### src/rtl/decode_pkg.sv
// Shared opcode constants, encodings and the decoded-entry record for decode_stage.
// DECODE_MULDIV_EN adds the md flag for M-extension OP instructions.
package decode_pkg;

  localparam logic [6:0] OPC_LUI    = 7'b0110111;
  localparam logic [6:0] OPC_AUIPC  = 7'b0010111;
  localparam logic [6:0] OPC_JAL    = 7'b1101111;
  localparam logic [6:0] OPC_JALR   = 7'b1100111;
  localparam logic [6:0] OPC_BRANCH = 7'b1100011;
  localparam logic [6:0] OPC_LOAD   = 7'b0000011;
  localparam logic [6:0] OPC_STORE  = 7'b0100011;
  localparam logic [6:0] OPC_OP_IMM = 7'b0010011;
  localparam logic [6:0] OPC_OP     = 7'b0110011;
  localparam logic [6:0] OPC_SYSTEM = 7'b1110011;

  localparam logic [6:0] F7_BASE   = 7'b0000000;
  localparam logic [6:0] F7_ALT    = 7'b0100000;
  localparam logic [6:0] F7_MULDIV = 7'b0000001;

  localparam logic [31:0] INSTR_EBREAK = 32'h0010_0073;

  localparam logic [1:0] RW_NONE = 2'b00;
  localparam logic [1:0] RW_ALU  = 2'b01;
  localparam logic [1:0] RW_MEM  = 2'b10;
  localparam logic [1:0] RW_PC4  = 2'b11;

  localparam logic [1:0] BRA_NONE = 2'b00;
  localparam logic [1:0] BRA_JAL  = 2'b01;
  localparam logic [1:0] BRA_COND = 2'b10;
  localparam logic [1:0] BRA_ALU  = 2'b11;

  typedef enum logic [1:0] {
    SRC_NONE = RW_NONE,
    SRC_ALU  = RW_ALU,
    SRC_MEM  = RW_MEM,
    SRC_PC4  = RW_PC4
  } rw_src_t;

  typedef enum logic [1:0] {
    BR_NONE = BRA_NONE,
    BR_JAL  = BRA_JAL,
    BR_COND = BRA_COND,
    BR_ALU  = BRA_ALU
  } bra_mode_t;

  // State codes kept as explicit constants so existing encodings stay stable.
  localparam logic [0:0] ST_RUN  = 1'b0;
  localparam logic [0:0] ST_HALT = 1'b1;

  typedef enum logic [0:0] {
    RUN  = ST_RUN,
    HALT = ST_HALT
  } state_t;

  typedef struct packed {
    logic [4:0]  rs1;
    logic [4:0]  rs2;
    logic [4:0]  rd;
    rw_src_t     rw_src;
    logic        alu_imm_b;
    logic        alu_pc_a;
    logic [2:0]  alu_op;
    logic        alu_alt;
    logic [31:0] imm;
    logic        cmp_z;
    logic        cmp_inv;
    bra_mode_t   bra_mode;
    logic        mem_en;
    logic        mem_we;
    logic [2:0]  mem_func;
    logic        illegal;
    logic        brk;
`ifdef DECODE_MULDIV_EN
    logic        md;
`endif
  } decoded_t;

  function automatic logic [31:0] sext12(input logic [11:0] v);
    return {{20{v[11]}}, v};
  endfunction

endpackage

### src/rtl/decode_stage_if.sv
// Fetch-side and execute-side handshake/bus bundle of decode_stage.
// DECODE_MULDIV_EN adds the md signal.
interface decode_stage_if
  import decode_pkg::*;
#(
  parameter int XLEN   = 32,
  parameter int REG_AW = 5
) ();

  logic              in_valid;
  logic              in_ready;
  logic [31:0]       in_instr;
  logic [XLEN-1:0]   in_pc;

  logic              out_valid;
  logic              out_ready;
  logic [XLEN-1:0]   out_pc;
  logic [REG_AW-1:0] rs1;
  logic [REG_AW-1:0] rs2;
  logic [REG_AW-1:0] rd;
  rw_src_t           rw_src;
  logic              alu_imm_b;
  logic              alu_pc_a;
  logic [2:0]        alu_op;
  logic              alu_alt;
  logic [XLEN-1:0]   imm;
  logic              cmp_z;
  logic              cmp_inv;
  bra_mode_t         bra_mode;
  logic              mem_en;
  logic              mem_we;
  logic [2:0]        mem_func;
  logic              illegal;
  logic              brk;
`ifdef DECODE_MULDIV_EN
  logic              md;
`endif

  modport slave (
    input  in_valid, in_instr, in_pc, out_ready,
`ifdef DECODE_MULDIV_EN
    output md,
`endif
    output in_ready, out_valid, out_pc, rs1, rs2, rd, rw_src, alu_imm_b, alu_pc_a,
           alu_op, alu_alt, imm, cmp_z, cmp_inv, bra_mode, mem_en, mem_we, mem_func,
           illegal, brk
  );

  modport master (
    output in_valid, in_instr, in_pc, out_ready,
`ifdef DECODE_MULDIV_EN
    input  md,
`endif
    input  in_ready, out_valid, out_pc, rs1, rs2, rd, rw_src, alu_imm_b, alu_pc_a,
           alu_op, alu_alt, imm, cmp_z, cmp_inv, bra_mode, mem_en, mem_we, mem_func,
           illegal, brk
  );

endinterface

### src/rtl/decode_comb.sv
// Pure combinational RV32I instruction -> decoded_t translation.
// DECODE_MULDIV_EN makes OP with funct7=0000001 legal and sets md.
module decode_comb
  import decode_pkg::*;
(
  input  logic [31:0] instr,
  output decoded_t    dec
);

  logic [6:0]  opcode;
  logic [6:0]  funct7;
  logic [2:0]  funct3;
  logic [4:0]  rs1_f;
  logic [4:0]  rs2_f;
  logic [4:0]  rd_f;
  logic [31:0] imm_i;
  logic [31:0] imm_s;
  logic [31:0] imm_b;
  logic [31:0] imm_u;
  logic [31:0] imm_j;
  logic        legal;

  assign opcode = instr[6:0];
  assign rd_f   = instr[11:7];
  assign funct3 = instr[14:12];
  assign rs1_f  = instr[19:15];
  assign rs2_f  = instr[24:20];
  assign funct7 = instr[31:25];

  assign imm_i = sext12(instr[31:20]);
  assign imm_s = sext12({instr[31:25], instr[11:7]});
  assign imm_b = {{19{instr[31]}}, instr[31], instr[7], instr[30:25], instr[11:8], 1'b0};
  assign imm_u = {instr[31:12], 12'b0};
  assign imm_j = {{11{instr[31]}}, instr[31], instr[19:12], instr[20], instr[30:21], 1'b0};

  always_comb begin
    dec   = '0;
    legal = 1'b1;
    case (opcode)
      OPC_LUI: begin
        dec.rd        = rd_f;
        dec.rw_src    = SRC_ALU;
        dec.alu_imm_b = 1'b1;
        dec.imm       = imm_u;
      end
      OPC_AUIPC: begin
        dec.rd        = rd_f;
        dec.rw_src    = SRC_ALU;
        dec.alu_imm_b = 1'b1;
        dec.alu_pc_a  = 1'b1;
        dec.imm       = imm_u;
      end
      OPC_JAL: begin
        dec.rd       = rd_f;
        dec.rw_src   = SRC_PC4;
        dec.bra_mode = BR_JAL;
        dec.imm      = imm_j;
      end
      OPC_JALR: begin
        legal         = (funct3 == 3'b000);
        dec.rs1       = rs1_f;
        dec.rd        = rd_f;
        dec.rw_src    = SRC_PC4;
        dec.alu_imm_b = 1'b1;
        dec.bra_mode  = BR_ALU;
        dec.imm       = imm_i;
      end
      OPC_BRANCH: begin
        legal        = (funct3[2:1] != 2'b01);
        dec.rs1      = rs1_f;
        dec.rs2      = rs2_f;
        dec.bra_mode = BR_COND;
        dec.cmp_z    = ~funct3[2];
        dec.cmp_inv  = funct3[0];
        dec.imm      = imm_b;
      end
      OPC_LOAD: begin
        legal         = !((funct3 == 3'b011) || (funct3[2:1] == 2'b11));
        dec.rs1       = rs1_f;
        dec.rd        = rd_f;
        dec.rw_src    = SRC_MEM;
        dec.alu_imm_b = 1'b1;
        dec.mem_en    = 1'b1;
        dec.mem_func  = funct3;
        dec.imm       = imm_i;
      end
      OPC_STORE: begin
        legal         = (funct3 <= 3'b010);
        dec.rs1       = rs1_f;
        dec.rs2       = rs2_f;
        dec.alu_imm_b = 1'b1;
        dec.mem_en    = 1'b1;
        dec.mem_we    = 1'b1;
        dec.mem_func  = funct3;
        dec.imm       = imm_s;
      end
      OPC_OP_IMM: begin
        dec.rs1       = rs1_f;
        dec.rd        = rd_f;
        dec.rw_src    = SRC_ALU;
        dec.alu_imm_b = 1'b1;
        dec.alu_op    = funct3;
        dec.imm       = imm_i;
        if (funct3 == 3'b001) begin
          legal = (funct7 == F7_BASE);
        end else if (funct3 == 3'b101) begin
          legal       = (funct7 == F7_BASE) || (funct7 == F7_ALT);
          dec.alu_alt = instr[30];
        end
      end
      OPC_OP: begin
        dec.rs1     = rs1_f;
        dec.rs2     = rs2_f;
        dec.rd      = rd_f;
        dec.rw_src  = SRC_ALU;
        dec.alu_op  = funct3;
        dec.alu_alt = instr[30];
        if (funct7 == F7_ALT) begin
          legal = (funct3 == 3'b000) || (funct3 == 3'b101);
`ifdef DECODE_MULDIV_EN
        end else if (funct7 == F7_MULDIV) begin
          dec.md      = 1'b1;
          dec.alu_alt = 1'b0;
`endif
        end else begin
          legal = (funct7 == F7_BASE);
        end
      end
      OPC_SYSTEM: begin
        legal   = (instr == INSTR_EBREAK);
        dec.brk = 1'b1;
      end
      default: legal = 1'b0;
    endcase

    // Illegal entries carry no side effects at all; x0 destinations never write back.
    if (!legal) begin
      dec         = '0;
      dec.illegal = 1'b1;
    end else if (dec.rd == '0) begin
      dec.rw_src = SRC_NONE;
    end
  end

endmodule

### src/rtl/decode_stage.sv
// Registered RV32I decode stage: valid/ready in and out, EBREAK halt/resume, flush.
// DECODE_MULDIV_EN enables M-extension decode and the md output.
module decode_stage
  import decode_pkg::*;
#(
  parameter int XLEN         = 32,
  parameter int REG_AW       = 5,
  parameter bit RESET_HALTED = 1'b0
) (
  input  logic          clk,
  input  logic          rst,
  decode_stage_if.slave io,
  output logic          halted,
  input  logic          resume,
  input  logic          flush
);

  localparam state_t RESET_STATE = RESET_HALTED ? HALT : RUN;

  decoded_t        dec;
  decoded_t        held;
  logic [XLEN-1:0] pc_q;
  logic            out_valid_q;
  logic            in_ready;
  logic            accept;
  state_t          state;

  decode_comb u_comb (
    .instr (io.in_instr),
    .dec   (dec)
  );

  assign in_ready = (state == RUN) && !flush && (!out_valid_q || io.out_ready);
  assign accept   = io.in_valid && in_ready;

  always_ff @(posedge clk) begin
    if (rst) begin
      state       <= RESET_STATE;
      out_valid_q <= 1'b0;
      held        <= '0;
      pc_q        <= '0;
    end else begin
      if (flush) begin
        out_valid_q <= 1'b0;
      end else if (accept) begin
        out_valid_q <= 1'b1;
        held        <= dec;
        pc_q        <= io.in_pc;
      end else if (io.out_ready) begin
        out_valid_q <= 1'b0;
      end

      // The EBREAK entry itself is still loaded above; only later accepts stop.
      if (state == RUN) begin
        if (accept && dec.brk) state <= HALT;
      end else if (resume) begin
        state <= RUN;
      end
    end
  end

  assign halted       = (state == HALT);
  assign io.in_ready  = in_ready;
  assign io.out_valid = out_valid_q;
  assign io.out_pc    = pc_q;
  assign io.rs1       = REG_AW'(held.rs1);
  assign io.rs2       = REG_AW'(held.rs2);
  assign io.rd        = REG_AW'(held.rd);
  assign io.rw_src    = held.rw_src;
  assign io.alu_imm_b = held.alu_imm_b;
  assign io.alu_pc_a  = held.alu_pc_a;
  assign io.alu_op    = held.alu_op;
  assign io.alu_alt   = held.alu_alt;
  assign io.imm       = XLEN'($signed(held.imm));
  assign io.cmp_z     = held.cmp_z;
  assign io.cmp_inv   = held.cmp_inv;
  assign io.bra_mode  = held.bra_mode;
  assign io.mem_en    = held.mem_en;
  assign io.mem_we    = held.mem_we;
  assign io.mem_func  = held.mem_func;
  assign io.illegal   = held.illegal;
  assign io.brk       = held.brk;
`ifdef DECODE_MULDIV_EN
  assign io.md        = held.md;
`endif

endmodule
### src/flat_wrapper.sv
// flat-port wrapper written by rule: the top's interface ports become plain ports
module decode_stage_flat import decode_pkg::*;
#(
  parameter int XLEN         = 32,
  parameter int REG_AW       = 5,
  parameter bit RESET_HALTED = 1'b0
)
  (clk, rst, halted, resume, flush, io_in_valid, io_in_instr, io_in_pc, io_out_ready, io_in_ready, io_out_valid, io_out_pc, io_rs1, io_rs2, io_rd, io_rw_src, io_alu_imm_b, io_alu_pc_a, io_alu_op, io_alu_alt, io_imm, io_cmp_z, io_cmp_inv, io_bra_mode, io_mem_en, io_mem_we, io_mem_func, io_illegal, io_brk);
  decode_stage_if #(.XLEN(XLEN), .REG_AW(REG_AW)) io_i ();
  input  logic clk;
  input  logic rst;
  output logic halted;
  input  logic resume;
  input  logic flush;
  input wire logic [$bits(io_i.in_valid)-1:0] io_in_valid;
  input wire logic [$bits(io_i.in_instr)-1:0] io_in_instr;
  input wire logic [$bits(io_i.in_pc)-1:0] io_in_pc;
  input wire logic [$bits(io_i.out_ready)-1:0] io_out_ready;
  output wire logic [$bits(io_i.in_ready)-1:0] io_in_ready;
  output wire logic [$bits(io_i.out_valid)-1:0] io_out_valid;
  output wire logic [$bits(io_i.out_pc)-1:0] io_out_pc;
  output wire logic [$bits(io_i.rs1)-1:0] io_rs1;
  output wire logic [$bits(io_i.rs2)-1:0] io_rs2;
  output wire logic [$bits(io_i.rd)-1:0] io_rd;
  output wire logic [$bits(io_i.rw_src)-1:0] io_rw_src;
  output wire logic [$bits(io_i.alu_imm_b)-1:0] io_alu_imm_b;
  output wire logic [$bits(io_i.alu_pc_a)-1:0] io_alu_pc_a;
  output wire logic [$bits(io_i.alu_op)-1:0] io_alu_op;
  output wire logic [$bits(io_i.alu_alt)-1:0] io_alu_alt;
  output wire logic [$bits(io_i.imm)-1:0] io_imm;
  output wire logic [$bits(io_i.cmp_z)-1:0] io_cmp_z;
  output wire logic [$bits(io_i.cmp_inv)-1:0] io_cmp_inv;
  output wire logic [$bits(io_i.bra_mode)-1:0] io_bra_mode;
  output wire logic [$bits(io_i.mem_en)-1:0] io_mem_en;
  output wire logic [$bits(io_i.mem_we)-1:0] io_mem_we;
  output wire logic [$bits(io_i.mem_func)-1:0] io_mem_func;
  output wire logic [$bits(io_i.illegal)-1:0] io_illegal;
  output wire logic [$bits(io_i.brk)-1:0] io_brk;
  assign io_i.in_valid = io_in_valid;
  assign io_i.in_instr = io_in_instr;
  assign io_i.in_pc = io_in_pc;
  assign io_i.out_ready = io_out_ready;
  assign io_in_ready = io_i.in_ready;
  assign io_out_valid = io_i.out_valid;
  assign io_out_pc = io_i.out_pc;
  assign io_rs1 = io_i.rs1;
  assign io_rs2 = io_i.rs2;
  assign io_rd = io_i.rd;
  assign io_rw_src = io_i.rw_src;
  assign io_alu_imm_b = io_i.alu_imm_b;
  assign io_alu_pc_a = io_i.alu_pc_a;
  assign io_alu_op = io_i.alu_op;
  assign io_alu_alt = io_i.alu_alt;
  assign io_imm = io_i.imm;
  assign io_cmp_z = io_i.cmp_z;
  assign io_cmp_inv = io_i.cmp_inv;
  assign io_bra_mode = io_i.bra_mode;
  assign io_mem_en = io_i.mem_en;
  assign io_mem_we = io_i.mem_we;
  assign io_mem_func = io_i.mem_func;
  assign io_illegal = io_i.illegal;
  assign io_brk = io_i.brk;
  decode_stage #(.XLEN(XLEN), .REG_AW(REG_AW), .RESET_HALTED(RESET_HALTED)) u_core (.clk(clk), .rst(rst), .io(io_i), .halted(halted), .resume(resume), .flush(flush));
endmodule
### config.mk
export PLATFORM = sky130hd
export DESIGN_NAME = decode_stage_flat
export DESIGN_NICKNAME = d
export VERILOG_FILES = /design/src/rtl/decode_pkg.sv /design/src/rtl/decode_stage_if.sv /design/src/rtl/decode_comb.sv /design/src/rtl/decode_stage.sv /design/src/flat_wrapper.sv
export SDC_FILE = /design/constraint.sdc
export NUM_CORES = 1
export LEC_CHECK = 0
export ABC_AREA = 0
export BUFFER_PORTS_ARGS = -buffer_cell sky130_fd_sc_hd__clkbuf_2
export CELL_PAD_IN_SITES_DETAIL_PLACEMENT = 0
export CELL_PAD_IN_SITES_GLOBAL_PLACEMENT = 1
export CORE_MARGIN = 5
export CORE_UTILIZATION = 30
export CTS_CLUSTER_SIZE = 25
export DETAILED_ROUTE_END_ITERATION = 12
export PLACE_DENSITY = 0.71
export SLEW_MARGIN = 20
export SYNTH_ARGS = -nofsm -noshare
export SYNTH_HDL_FRONTEND = slang
export SYNTH_SLANG_ARGS = --single-unit
export TNS_END_PERCENT = 5
### constraint.sdc
create_clock -name clk -period 1.9 [get_ports clk]
set_input_delay 0.095 -clock clk [delete_from_list [all_inputs] [get_ports clk]]
set_output_delay 0.095 -clock clk [all_outputs]
set_load 0.02 [all_outputs]
==> results of run 1 <==
[worst max path at each step]
stage,from,end,slack (ns),cells past startpoint
after floorplan,u_core.io.out_valid$_SDFFE_PP0P_,u_core.io.out_pc[12]$_SDFFE_PP0P_,0.04,8
after global placement,io_in_instr[5],u_core.io.imm[4]$_SDFFE_PP0P_,-0.04,8
after detailed placement,io_in_instr[5],u_core.io.imm[25]$_SDFFE_PP0P_,-0.10,8
after CTS,u_core.io.out_valid$_SDFFE_PP0P_,u_core.io.imm[17]$_SDFFE_PP0P_,0.07,6
after global routing,u_core.io.out_valid$_SDFFE_PP0P_,u_core.io.imm[31]$_SDFFE_PP0P_,-0.007,7
final,u_core.io.out_valid$_SDFFE_PP0P_,u_core.io.imm[17]$_SDFFE_PP0P_,0.18,7
[state kept, by name, indices dropped and copies added (netlist names), 2 cells and up]
name / cells
u_core.io.alu_op: 3
u_core.io.bra_mode: 2
u_core.io.imm: 32
u_core.io.mem_func: 3
u_core.io.out_pc: 32
u_core.io.rd: 5
u_core.io.rs1: 5
u_core.io.rs2: 5
u_core.io.rw_src: 2
[metal layers]
layer  vias up  GRT usage, %  share of wire, %  routed length, microns
met2       132         30.85                48                    7243
met3        21         3.951               5.4                     813
li1       2204             -                 -                       -
met1      2032         23.45                44                    6616
met4         0         7.066               2.0                     302
met5         -             0                 0                       0
[cells by family (layout without fill, tap and decap cells)]
kind of cell / Yosys count / in the layout / synth area share, %
flip-flops: 100 / 100 / 49.23
AND/OR/NAND/NOR: 216 / 216 / 24.95
buffers and inverters: 43 / 263 / 4.954
multiplexers: 1 / 1 / 0.2462
AO/OA/AOI/OAI: 146 / 146 / 20.40
XOR/XNOR: 1 / 1 / 0.2154
[final cells by class]
cell class,instances,area (sq um)
Inverter,3,11.26
Clock inverter,3,46.29
Tap cell,176,220.2
Multi-Input combinational cell,364,1886
Fill cell,1408,7325
Sequential cell,100,2002
Clock buffer,12,246.5
Timing Repair Buffer,245,1506
[Yosys cell counts (4+ instances only)]
cell type,number
a21oi_1,85
a22o_1,6
a22oi_1,8
buf_2,6
buf_6,4
clkbuf_1,28
dfxtp_1,100
nand2_1,125
nand2b_1,4
nand3_1,8
nand4_1,22
nand4b_1,4
nor2_1,20
nor2b_1,4
nor3_1,10
o21ai_0,30
[layout by cell type, fill, tap and decap left out, types with 3 or more instances in the layout]
| master | synthesis | layout |
|---|---|---|
| clkbuf_16 | 0 | 9 |
| a22o_1 | 6 | 6 |
| a22oi_1 | 8 | 8 |
| nor3_1 | 10 | 9 |
| dlygate4sd3_1 | 0 | 32 |
| clkbuf_2 | 2 | 170 |
| o21a_1 | 3 | 3 |
| nand4b_1 | 4 | 4 |
| a32oi_1 | 3 | 3 |
| and3_1 | 3 | 3 |
| a21oi_1 | 85 | 85 |
| nand2b_1 | 4 | 4 |
| nand3_1 | 8 | 8 |
| nor2b_1 | 4 | 4 |
| nand2_1 | 125 | 124 |
| buf_4 | 0 | 42 |
| inv_1 | 3 | 3 |
| nand4_1 | 22 | 22 |
| dfxtp_1 | 100 | 100 |
| o21ai_0 | 30 | 30 |
| nor2_1 | 20 | 19 |
| nor4_1 | 3 | 3 |
[worst max-delay path, delay by kind of cell (launching register included)]
family / cells / cell delay [ns]
AND/OR/NAND/NOR: 5 / 0.95
AO/OA/AOI/OAI: 1 / 0.07
buffers and inverters: 1 / 0.29
flip-flops: 1 / 0.32
[power by group]
group / switching [mW] / leakage, nW / total (mW) / internal [mW]
combinational: 0.310 / 1.59 / 0.525 / 0.215
sequential: 0.0167 / 0.809 / 2.15 / 2.13
clock: 0.772 / 0.139 / 1.83 / 1.06
[timing repair]
action                     in CTS  in global routing
hold endpoints to repair       32                  0
hold buffers                   32                  0
gates resized for setup         0                  1
setup endpoints to repair       0                 26
==> load_flow_metrics.sql, run 1 <==
INSERT INTO impl_metrics (metric_group, metric, value, unit) VALUES
('place', 'dpl.hpwl', '11420', 'microns'),
('route', 'wirelength', '14980', 'microns'),
('timing', 'hold-worst-slack', '0.009090', 'ns'),
('critical_path', 'critPathKind', 'register to register', ''),
('critical_path', 'setup.worst_path.end_class', 'register', ''),
('yosys', 'postSynth.topFlopCell', 'dfxtp_1', ''),
('grt', 'grt_pass1_wl', '23470', 'microns'),
('place', 'routabilityCongestion', '0.8241', ''),
('place', 'port_buffers', '170', ''),
('hold_path', 'hold_endpoint', 'u_core.io.alu_pc_a$_SDFFE_PP0P_', ''),
('floorplan', 'dieWidth', '126.4', 'microns'),
('hold_path', 'worstHoldStart', 'rst', ''),
('yosys', 'synth.yosys.seq_area_share', '49.23', '%'),
('floorplan', 'floorplan.rows', '42', ''),
('clocking', 'clkTransAtPathRegs', '0.07', 'ns'),
('clocking', 'cts_max_level', '3', ''),
('yosys', 'avgSynthCellArea', '8.021', 'sq um'),
('critical_path', 'crit_slowest_cell', 'dfxtp_1', ''),
('cells_and_area', 'syn_to_final_growth', '45.54', '%'),
('timing', 'slew-limit-headroom', '53.72', '%'),
('yosys', 'ys_warn_count', '0', ''),
('yosys', 'netlist.top_cell.by_area', 'dfxtp_1', ''),
('cells_and_area', 'antennaDiodeCount', '0', ''),
('timing', 'minimum_setup_slack_in_the_final_design', '0.1801', 'ns'),
('yosys', 'cell_types_with_the_largest_area_share_after_synthesis', 'dfxtp_1 49%, nand2_1 12%, a21oi_1 10%', ''),
('timing', 'final_max_slew_viol_count', '0', ''),
('critical_path', 'highest_fanout_seen_on_the_critical_path', '17', ''),
('critical_path', 'crit_path_max_incr_delay', '0.32', 'ns'),
('route', 'detail_route.first_pass.iterations', '5', ''),
('critical_path', 'r2r_slack', '0.18', 'ns'),
('yosys', 'yosys.cell_types.count', '44', ''),
('grt', 'grtUsageTotal', '18.51', '%'),
('floorplan', 'floorplan_die_area', '0.01598', 'sq mm'),
('floorplan', 'die_h', '126.4', 'microns'),
('clocking', 'cts_buffer_depth', '2', ''),
('cells_and_area', 'finalCoreUtilization', '44.69', '%'),
('power', 'vdd.ir_drop.worst', '0.0003614', 'V'),
('cells_and_area', 'finalInstanceArea', '0.005918', 'sq mm'),
('grt', 'first_global_vias', '4371', ''),
('cells_and_area', 'drive_gt1_share', '32.74', '%'),
('place', 'detailedPlace.worstSlack', '-0.1036', 'ns'),
('run_status', 'status', 'completed', ''),
('floorplan', 'initial_core_util', '30.71', '%'),
('grt', 'grt.overflow.total', '0', ''),
('clocking', 'post_cts_buffers', '0', ''),
('cells_and_area', 'stdcell_count', '903', ''),
('yosys', 'synth_edf_count', '0', ''),
('route', 'drtIter0Drc', '195', ''),
('route', 'postRouteAntennaNets', '0', ''),
('timing', 'rsz0062_at_grt', 'yes', ''),
('timing', 'final_critical_path_share_of_the_clock_period', '90.52', '%'),
('power', 'power_per_cell_area', '760.3', 'mW/mm^2'),
('critical_path', 'crit_chain', 'nor2b_1, nor3_4, and2_2, nor2_2, buf_4, nand2_1, o21ai_0', ''),
('timing', 'layout_min_cycle_time', '1.720', 'ns'),
('yosys', 'netlist_instances', '507', ''),
('timing', 'max_freq', '0.5814', 'GHz'),
('place', 'place_area', '0.005300', 'sq mm'),
('route', 'drc', '0', ''),
('grt', 'antenna_found_initial', '0', ''),
('critical_path', 'cp.arrival', '1.99', 'ns'),
('critical_path', 'rr_startpoint', 'u_core.io.out_valid$_SDFFE_PP0P_', ''),
('clocking', 'clock_tree.root_cell', 'clkbuf_16', ''),
('timing', 'timing_hold_violations_final', '0', ''),
('clocking', 'tritoncts', 'done', ''),
('power', 'power.leakage', '2.542', 'nW'),
('clocking', 'cts-buffers-inserted', '9', ''),
('floorplan', 'floorplan.core_area', '0.01324', 'sq mm'),
('timing', 'setup_viol', '0', ''),
('clocking', 'clock_sink_count', '100', ''),
('yosys', 'async_reset_ff_share', '0', '%'),
('yosys', 'netlist.area_leader.share', '49.23', '%');
(Power assumes the default switching activity.)
==> inputs of run 2 (changes only) <==
CORE_UTILIZATION = 33   (was 30)
PLACE_DENSITY = 0.74   (was 0.71)
clock period = 1.85 ns   (was 1.9 ns; I/O delays follow)
==> run 2 against run 1 <==
Critical path depth fell by 1. Flip-flop and latch count did not move. Non-clock buffer count rose by 6. Via count rose by 1.8%. Register-to-register slack barely moved. Clock-buffer cell count fell by 2. Critical endpoint is now u_core.io.imm[7]$_SDFFE_PP0P_.
==> load_flow_metrics.sql, run 2 (same netlist as run 1, synthesis figures left out) <==
INSERT INTO impl_metrics (metric_group, metric, value, unit) VALUES
('power', 'power.leakage', '2.573', 'nW'),
('critical_path', 'reg2regPathDepth', '6', ''),
('power', 'cell_internal_pwr', '3.479', 'mW'),
('route', 'vias_per_cell', '4.952', ''),
('critical_path', 'critPathKind', 'register to register', ''),
('cells_and_area', 'antennaDiodeCount', '0', ''),
('clocking', 'tritoncts', 'done', ''),
('critical_path', 'rr_startpoint', 'u_core.io.out_valid$_SDFFE_PP0P_', ''),
('critical_path', 'setup.worst_path.end_class', 'register', ''),
('place', 'detailedPlace.worstSlack', '-0.02872', 'ns'),
('route', 'drtIter0Drc', '419', ''),
('place', 'routabilityCongestion', '0.9564', ''),
('timing', 'slew-limit-headroom', '72.85', '%'),
('timing', 'final.setup_skew', '0.007302', 'ns'),
('cells_and_area', 'drive_gt1_share', '33.38', '%'),
('power', 'power_per_cell_area', '776.8', 'mW/mm^2'),
('hold_path', 'hold_endpoint', 'u_core.io.imm[9]$_SDFFE_PP0P_', ''),
('power', 'vdd.ir_drop.worst', '0.0003707', 'V'),
('timing', 'setup_viol', '0', ''),
('place', 'place_area', '0.005353', 'sq mm'),
('grt', 'grt.overflow.total', '0', ''),
('power', 'power.share.combinational', '11.8', '%'),
('critical_path', 'highest_fanout_seen_on_the_critical_path', '9', ''),
('cells_and_area', 'finalNetCount', '799', ''),
('hold_path', 'min_path_type', 'primary input to register', ''),
('cells_and_area', 'layout_common_cells', '170 x clkbuf_2, 124 x nand2_1, 100 x dfxtp_1, 85 x a21oi_1, 45 x buf_4', ''),
('cells_and_area', 'layout.cells.most_common', 'clkbuf_2', ''),
('cells_and_area', 'syn_to_final_growth', '47.17', '%'),
('timing', 'hold-worst-slack', '0.01309', 'ns'),
('floorplan', 'dieWidth', '121.0', 'microns'),
('timing', 'timing_worst_slew_pin_value', '0.4022', 'ns'),
('critical_path', 'r2r_slack', '0.19', 'ns'),
('critical_path', 'cp.arrival', '1.95', 'ns'),
('timing', 'final_critical_path_share_of_the_clock_period', '89.97', '%'),
('route', 'wirelength', '14600', 'microns'),
('power', 'power.net_switching', '1.170', 'mW'),
('cells_and_area', 'finalCoreUtilization', '49.62', '%'),
('run_status', 'status', 'completed', ''),
('grt', 'pin_count_of_the_biggest_net_entering_global_routing', '34', ''),
('hold_path', 'worst_hold_path.num_cells', '2', ''),
('route', 'detail_route.wl_per_cell', '16.19', 'microns'),
('route', 'detailroute.via_count', '4467', ''),
('timing', 'layout_min_cycle_time', '1.665', 'ns'),
('cells_and_area', 'finalInstanceArea', '0.005984', 'sq mm'),
('hold_path', 'worstHoldStart', 'io_in_instr[29]', ''),
('grt', 'first_global_vias', '4260', ''),
('clocking', 'cts_buffer_depth', '2', ''),
('grt', 'antenna_found_initial', '0', ''),
('route', 'detail_route.first_pass.iterations', '5', ''),
('place', 'dpl.hpwl', '11090', 'microns'),
('critical_path', 'regToRegEndpoint', 'u_core.io.imm[7]$_SDFFE_PP0P_', ''),
('timing', 'final_max_slew_viol_count', '0', ''),
('timing', 'timing_hold_violations_final', '0', ''),
('cells_and_area', 'regArea', '0.002002', 'sq mm'),
('cells_and_area', 'multiInputGateArea', '0.001882', 'sq mm'),
('floorplan', 'design.portCount', '171', ''),
('timing', 'rsz0062_at_grt', 'no', ''),
('clocking', 'clock_tree.root_cell', 'clkbuf_16', ''),
('floorplan', 'floorplan_die_area', '0.01464', 'sq mm'),
('floorplan', 'die_h', '121.0', 'microns'),
('clocking', 'cts_max_level', '3', ''),
('grt', 'grt_pass1_wl', '22830', 'microns'),
('route', 'postRouteAntennaNets', '0', ''),
('timing', 'minimum_setup_slack_in_the_final_design', '0.1855', 'ns'),
('power', 'power_frac_clock', '40.8', '%'),
('timing', 'max_freq', '0.6008', 'GHz'),
('place', 'port_buffers', '170', ''),
('clocking', 'clkTransAtPathRegs', '0.07', 'ns'),
('clocking', 'cts-buffers-inserted', '9', ''),
('critical_path', 'critPathLaunch', 'u_core.io.out_valid$_SDFFE_PP0P_', ''),
('clocking', 'clock_sink_count', '100', ''),
('route', 'drc', '0', ''),
('critical_path', 'required', '2.13', 'ns'),
('floorplan', 'floorplan.core_area', '0.01206', 'sq mm'),
('floorplan', 'initial_core_util', '33.71', '%'),
('flow_run', 'timing.max_cap.violations', '0', ''),
('critical_path', 'setup.worst_path.start_class', 'register', ''),
('grt', 'grtUsageTotal', '19.62', '%'),
('clocking', 'clkLatencyLatePin', '0.34', 'ns'),
('power', 'swShare', '25.17', '%'),
('clocking', 'post_cts_buffers', '0', ''),
('power', 'share_seq_of_total_power', '47.4', '%'),
('floorplan', 'floorplan.rows', '40', ''),
('power', 'report.power.total', '4.649', 'mW'),
('cells_and_area', 'fill_cell_instance_count_of_the_final_layout', '1233', '');
## run 2: per-layer routing
layer | up-vias | GRT usage [%] | routed length [microns] | part of all wire (%)
met5 | - | 0 | 0 | 0
met4 | 0 | 7.295 | 259 | 1.8
met3 | 16 | 4.289 | 1065 | 7.3
met2 | 166 | 31.09 | 6879 | 47
met1 | 2064 | 26.15 | 6398 | 44
li1 | 2221 | - | - | -
## run 2: final cells by class
class | count | area share [%]
flip-flops and latches | 100 | 33.45
clock inverters | 6 | 1.192
well taps | 168 | 3.512
inverters | 3 | 0.1882
clock buffers | 10 | 3.826
multi-input cells | 364 | 31.44
repair buffers | 251 | 26.39
## run 2: worst max path at each step
stage,cells after the start,end,slack (ns)
after floorplan,8,u_core.io.imm[21]$_SDFFE_PP0P_,0.006
after global placement,7,u_core.io.imm[9]$_SDFFE_PP0P_,0.05
after detailed placement,7,u_core.io.imm[6]$_SDFFE_PP0P_,-0.03
after CTS,6,u_core.io.imm[7]$_SDFFE_PP0P_,0.09
after global routing,7,u_core.io.imm[2]$_SDFFE_PP0P_,0.04
final,6,u_core.io.imm[7]$_SDFFE_PP0P_,0.19
## run 2: critical path: stages, from the launching register on
cell	delay (ns)
dfxtp_1	0.31
nor2b_1	0.16
nor3_4	0.17
and2_4	0.26
nand3_1	0.12
nor3b_2	0.41
a22o_1	0.19
## run 2: timing repair
| item | 4_1_cts | 5_1_grt |
|---|---|---|
| hold endpoints to repair | 33 | 0 |
| setup endpoints to repair | 0 | 4 |
| hold buffers | 33 | 0 |
| resized for setup | 0 | 1 |
## run 2: power by group through the flow
stage          Sequential (mW)  Clock, mW  Combinational [mW]
2_1_floorplan             2.29          0               0.198
3_3_place_gp              2.25          0               0.484
3_5_place_dp              2.25          0               0.489
4_1_cts                   2.20       1.96               0.546
5_1_grt                   2.21       2.04               0.595
6_report                  2.20       1.90               0.548
## run 2: stage by stage
stage | std cells | TNS [ns]
floorplan | 507 | 0
global placement | 853 | 0
detailed placement | 853 | -0.1275
CTS | 902 | 0
global route | 902 | 0
finish | 902 | 0
